**src/rtl/sobel_obi_reader.sv**
```systemverilog
// sobel_obi_reader: fetches a run of 32-bit words from memory over OBI, one transaction
// at a time, and streams each word out as four 8-bit pixels, byte 0 first.
//
// Ports
//   clk_i, rst_i              clock, asynchronous active-high reset
//   start_i                   one-cycle pulse launching a job (ignored unless idle)
//   base_addr_i, num_words_i  job start address and word count, sampled at start
//   busy_o, done_o, err_o     job active, one-cycle completion pulse, sticky bus error
//   req_o .. wdata_o, gnt_i   OBI A channel (manager side, read-only use)
//   rvalid_i, rdata_i, err_i  OBI R channel
//   pix_*                     pixel stream to the edge-magnitude stage
module sobel_obi_reader #(
    parameter int unsigned AddrWidth = 32,
    parameter int unsigned DataWidth = 32,
    parameter int unsigned CntWidth  = 16
) (
    input  logic                 clk_i,
    input  logic                 rst_i,
    input  logic                 start_i,
    input  logic [AddrWidth-1:0] base_addr_i,
    input  logic [CntWidth-1:0]  num_words_i,
    output logic                 busy_o,
    output logic                 done_o,
    output logic                 err_o,
    output logic                 req_o,
    input  logic                 gnt_i,
    output logic [AddrWidth-1:0] addr_o,
    output logic                 we_o,
    output logic [3:0]           be_o,
    output logic [DataWidth-1:0] wdata_o,
    input  logic                 rvalid_i,
    input  logic [DataWidth-1:0] rdata_i,
    input  logic                 err_i,
    output logic                 pix_valid_o,
    input  logic                 pix_ready_i,
    output logic [7:0]           pix_data_o,
    output logic                 pix_last_o
);

    typedef enum logic [2:0] {StIdle, StReq, StWaitR, StStream, StDone} state_e;

    state_e                state_q, state_d;
    logic [AddrWidth-1:0]  addr_q;
    logic [CntWidth-1:0]   remaining_q;
    logic [DataWidth-1:0]  word_q;
    logic [1:0]            idx_q;
    logic                  err_q;
    logic                  done_q;
    logic                  pix_fire;

    assign pix_fire = (state_q == StStream) && pix_ready_i;

    // State register
    always_ff @(posedge clk_i or posedge rst_i) begin
        if (rst_i) begin
            state_q <= StIdle;
        end else begin
            state_q <= state_d;
        end
    end

    // Next-state logic
    always_comb begin
        state_d = state_q;
        unique case (state_q)
            StIdle: begin
                if (start_i) begin
                    state_d = (num_words_i != '0) ? StReq : StDone;
                end
            end
            StReq: begin
                if (gnt_i) begin
                    state_d = StWaitR;
                end
            end
            StWaitR: begin
                if (rvalid_i) begin
                    state_d = err_i ? StDone : StStream;
                end
            end
            StStream: begin
                if (pix_fire && (idx_q == 2'd3)) begin
                    // remaining_q is the count before this word retires
                    state_d = (remaining_q == CntWidth'(1)) ? StDone : StReq;
                end
            end
            StDone:  state_d = StIdle;
            default: state_d = StIdle;
        endcase
    end

    // Outputs
    always_comb begin
        req_o       = 1'b0;
        busy_o      = 1'b1;
        pix_valid_o = 1'b0;
        pix_last_o  = 1'b0;
        unique case (state_q)
            StIdle:   busy_o = 1'b0;
            StReq:    req_o = 1'b1;
            StStream: begin
                pix_valid_o = 1'b1;
                pix_last_o  = (idx_q == 2'd3) && (remaining_q == CntWidth'(1));
            end
            default: ;
        endcase
    end

    assign addr_o     = addr_q;
    assign pix_data_o = word_q[{idx_q, 3'b000} +: 8];
    assign err_o      = err_q;
    // Pulse lands the cycle after DONE, i.e. two cycles after start for an empty job
    assign done_o     = done_q;
    assign we_o       = 1'b0;
    assign be_o       = 4'hF;
    assign wdata_o    = '0;

    // Datapath registers
    always_ff @(posedge clk_i or posedge rst_i) begin
        if (rst_i) begin
            addr_q      <= '0;
            remaining_q <= '0;
            word_q      <= '0;
            idx_q       <= '0;
            err_q       <= 1'b0;
            done_q      <= 1'b0;
        end else begin
            done_q <= (state_q == StDone);
            unique case (state_q)
                StIdle: begin
                    if (start_i) begin
                        addr_q      <= {base_addr_i[AddrWidth-1:2], 2'b00};
                        remaining_q <= num_words_i;
                        err_q       <= 1'b0;
                    end
                end
                StWaitR: begin
                    if (rvalid_i) begin
                        if (err_i) begin
                            err_q <= 1'b1;
                        end else begin
                            word_q <= rdata_i;
                            idx_q  <= '0;
                        end
                    end
                end
                StStream: begin
                    if (pix_fire) begin
                        idx_q <= idx_q + 2'd1;
                        if (idx_q == 2'd3) begin
                            remaining_q <= remaining_q - CntWidth'(1);
                            addr_q      <= addr_q + AddrWidth'(4);
                        end
                    end
                end
                default: ;
            endcase
        end
    end

endmodule

```
**config.mk**
```make
export PLATFORM = sky130hd
export DESIGN_NAME = sobel_obi_reader
export DESIGN_NICKNAME = d
export VERILOG_FILES = /design/src/rtl/sobel_obi_reader.sv
export SDC_FILE = /design/constraint.sdc
export NUM_CORES = 1
export LEC_CHECK = 0
export ABC_CLOCK_PERIOD_IN_PS = 3900
export CAP_MARGIN = 0
export CORE_MARGIN = 10
export CORE_UTILIZATION = 48
export CTS_BUF_LIST = sky130_fd_sc_hd__clkbuf_2
export CTS_CLUSTER_DIAMETER = 40
export CTS_CLUSTER_SIZE = 25
export DETAILED_ROUTE_END_ITERATION = 12
export PLACE_DENSITY = 0.83
export SLEW_MARGIN = 20
export SYNTH_ARGS = -nofsm -noshare
export SYNTH_HDL_FRONTEND = slang
export SYNTH_SLANG_ARGS = --single-unit
```
**constraint.sdc**
```tcl
create_clock -name clk_i -period 3.9 [get_ports clk_i]
set_clock_uncertainty 0.2 [all_clocks]
set_input_delay 1.17 -clock clk_i [delete_from_list [all_inputs] [get_ports clk_i]]
set_output_delay 1.17 -clock clk_i [all_outputs]
set_load 0.005 [all_outputs]
```
==> impl_metrics.ini, run 1 <==
[detailed_routing]
first_iter_violations = 505
vias_per_cell = 5.90
dr.pass1.iters = 5
wl_mm = 15.0
drc_errors = 0
ant_nets = 0
num_vias = 4697
detail_route.wl_per_cell_um = 18.9

[clock_network]
htreeDepth = 3
insertion_delay_ps = 550
cts_made_buffers = 9
path_clk_slew_ps = 250
cts-hold-fix-buffers = 0
clock-sinks = 85
cts.path.max_buffers = 2
root_buffer = clkbuf_2
cts_tree = built

[power]
pwr_density_cell_nw_per_um2 = 700
peakVddDrop_mv = 0.476
p_leak_nw = 2.56

[global_routing]
antenna_found_initial = 0
grt_pass1_wl_mm = 24.1
grt_max_degree = 73
grt_overflow = 0
first_global_vias = 4700
grtUsageTotal_pct = 19.4

[timing]
setup_viol = 0
fin_crit_sh_pct = 98.5
drv_slew = 0
rsz0062_at_grt = yes
hold_slack_ps = 342
finalWorstPathRequiredPeriod_ps = 3840
worst_pin_slew_ps = 891
relSlewSlack_pct = 40.4
hold_viol = 0
fmax_mhz = 260

[logic_synthesis]
synth-xor-area-share_pct = 0
ys.flop_type = dfrtp_1
synth_edf_count = 0
synth_area_leader_cell = dfrtp_1
synthArstFlopShare_pct = 100
postSynthAreaPerCell_um2 = 9.43
ys_warn_count = 0
synthDistinctLibCells = 60
synth_top_family_by_area = compound AO/OA/AOI/OAI gates
ys_seq_area_share_pct = 41.5
synth_top_area_share_pct = 41.5
yosys.area_share.simple_pct = 18.1
yosys-top-cells-area = dfrtp_1, mux2_2, buf_4
muxShareOfSynthArea_pct = 11.6
synth_fa_ha_area_share_pct = 0.976
syn_inst = 544
synth_compound_area_share_pct = 18.2
synth_seq_cells = 85
synth_area_um2 = 5130

[setup_path]
r2r-end = addr_o[27]
worstSetupPathType = reg2out
worstPathRequired_ps = 2530
rr_worst_depth = 6
crit_path_max_fanout = 7
reg2reg_slack_ps = 1170
cp-start-kind = register
crit_top_cell = nor4_4
critPathBufInv = 1
slowest_delay_ps = 530
cp-end-kind = primary output
arrival_ps = 2470
crit_path_cell_trace = nor4_4, nand2_1, nor4_4, and3_1, clkdlybuf4s50_1
cp_slowest_cell = clkdlybuf4s50_1
r2r-start = state_q[0]
cp_top_family = simple AND/OR/NAND/NOR gates

[placement]
port_buffers = 128
dp_hpwl_mm = 11.1
gp_congestion = 0.901

[min_path]
hold_depth = 1
min_from = word_q[12]
min_to = word_q[12]
hold_path_class = reg2reg

[floorplan]
die_h_um = 123
die_w_um = 123
ios = 170
fp.dieArea_um2 = 15200
rows = 37
start_util_pct = 49.5
core_um2 = 10400

[finish]
layout_common_cells = clkdlybuf4s50_1, dfrtp_1, a21oi_1
final_core_utilization_pct = 62.7
finalNetCount = 746
drive_above_1_share_pct = 13.2
antennaDiodeCount = 0
num-fill-cells = 840
final_common_cell = clkdlybuf4s50_1
areaGrowthSynthToFinish_pct = 26.9

[run]
drv_cap = 0

[run_status]
status = finished clean
report_power, final:
group	switching, mW	internal, mW	total, mW
combinational	1.04	1.25	2.28
clock	0.342	0.0934	0.435
sequential	0.527	1.31	1.84
through the flow:
stage / setup TNS [ps] / setup WS [ps] / cell area, um^2 / power, mW / instances
2_1_floorplan: 0 / 337 / 5270 / 3.10 / 581
3_3_place_gp: 0 / 365 / 6350 / 3.96 / 779
4_1_cts: 0 / 4.59 / 6490 / 4.54 / 796
6_report: 0 / 59.9 / 6510 / 4.56 / 796
3_5_place_dp: 0 / 315 / 6350 / 4.08 / 779
5_1_grt: -54.7 / -54.7 / 6510 / 4.92 / 796
sequential cells by signal, indices dropped and copies added, names as in the netlist:
name         cells
word_q          32
addr_o          30
remaining_q     16
state_q          3
idx_q            2
done_o           1
err_o            1
routing by layer:
layer,share of wire (%),GRT usage (%),wire [um],up-vias
met5,0,0,0,-
met3,10,5.20,1500,23
met4,1.7,5.97,261,0
met1,38,23.1,5720,2249
li1,-,-,-,2180
met2,50,33.6,7540,245
what timing repair did:
item | 4_1_cts | 5_1_grt
setup buffers | 1 | 0
endpoints found under the setup margin | 1 | 9
resized for setup | 4 | 6
layout make-up:
class	instances	area (um^2)	share of cell area, %
well taps	136	170	2.62
inverters	11	42.5	0.654
flip-flops and latches	85	2130	32.7
clock buffers	9	45.0	0.692
multi-input cells	410	2690	41.4
clock inverters	7	57.6	0.885
repair buffers	138	1370	21.0
cells in the mapped netlist, drive strengths merged (4+ instances only):
| cell | count |
|---|---|
| buf | 63 |
| and2 | 4 |
| nand2 | 31 |
| o22ai | 15 |
| or3 | 6 |
| nor3 | 10 |
| nor2 | 33 |
| a31oi | 5 |
| mux4 | 8 |
| a21oi | 55 |
| nor2b | 4 |
| and3 | 9 |
| o21ai | 34 |
| clkbuf | 12 |
| a2bb2oi | 8 |
| mux2 | 34 |
| dfrtp | 85 |
| o32ai | 4 |
| nor3b | 6 |
| ha | 4 |
| inv | 11 |
| nand4 | 19 |
| nor4 | 14 |
| nand3 | 25 |
how the worst max path moves through the flow:
| stage | end | slack, ps | depth (start not counted) | start |
|---|---|---|---|---|
| detailed placement | pix_last_o | 320 | 5 | remaining_q[11] |
| floorplan | addr_o[10] | 340 | 1 | rst_i |
| CTS | pix_last_o | 5 | 5 | remaining_q[5] |
| global route | pix_last_o | -50 | 5 | remaining_q[5] |
| global placement | pix_last_o | 370 | 5 | remaining_q[11] |
| finish | pix_last_o | 60 | 5 | remaining_q[11] |
worst register-to-register path, stage by stage (launching register included):
cell	delay, ps
dfrtp_1	650
nand3b_1	180
inv_2	140
buf_4	590
nand4_1	440
o32ai_1	390
a21oi_1	60
cell families after synthesis:
family | Yosys count
AO/OA/AOI/OAI | 150
multiplexers | 45
other | 2
AND/OR/NAND/NOR | 172
buffers and inverters | 86
adder cells (fa/ha/maj) | 4
flip-flops | 85
(Power assumes the default switching activity.)
==> inputs of run 2 (changes only) <==
- CAP_MARGIN: 0 -> 10
==> results of run 2 <==
Final layout, timing and power as in run 1 (identical DEF).
==> inputs of run 3 (changes only) <==
- SLEW_MARGIN: 20 -> unset
==> results of run 3 <==
Final layout, timing and power as in run 1 (identical DEF).
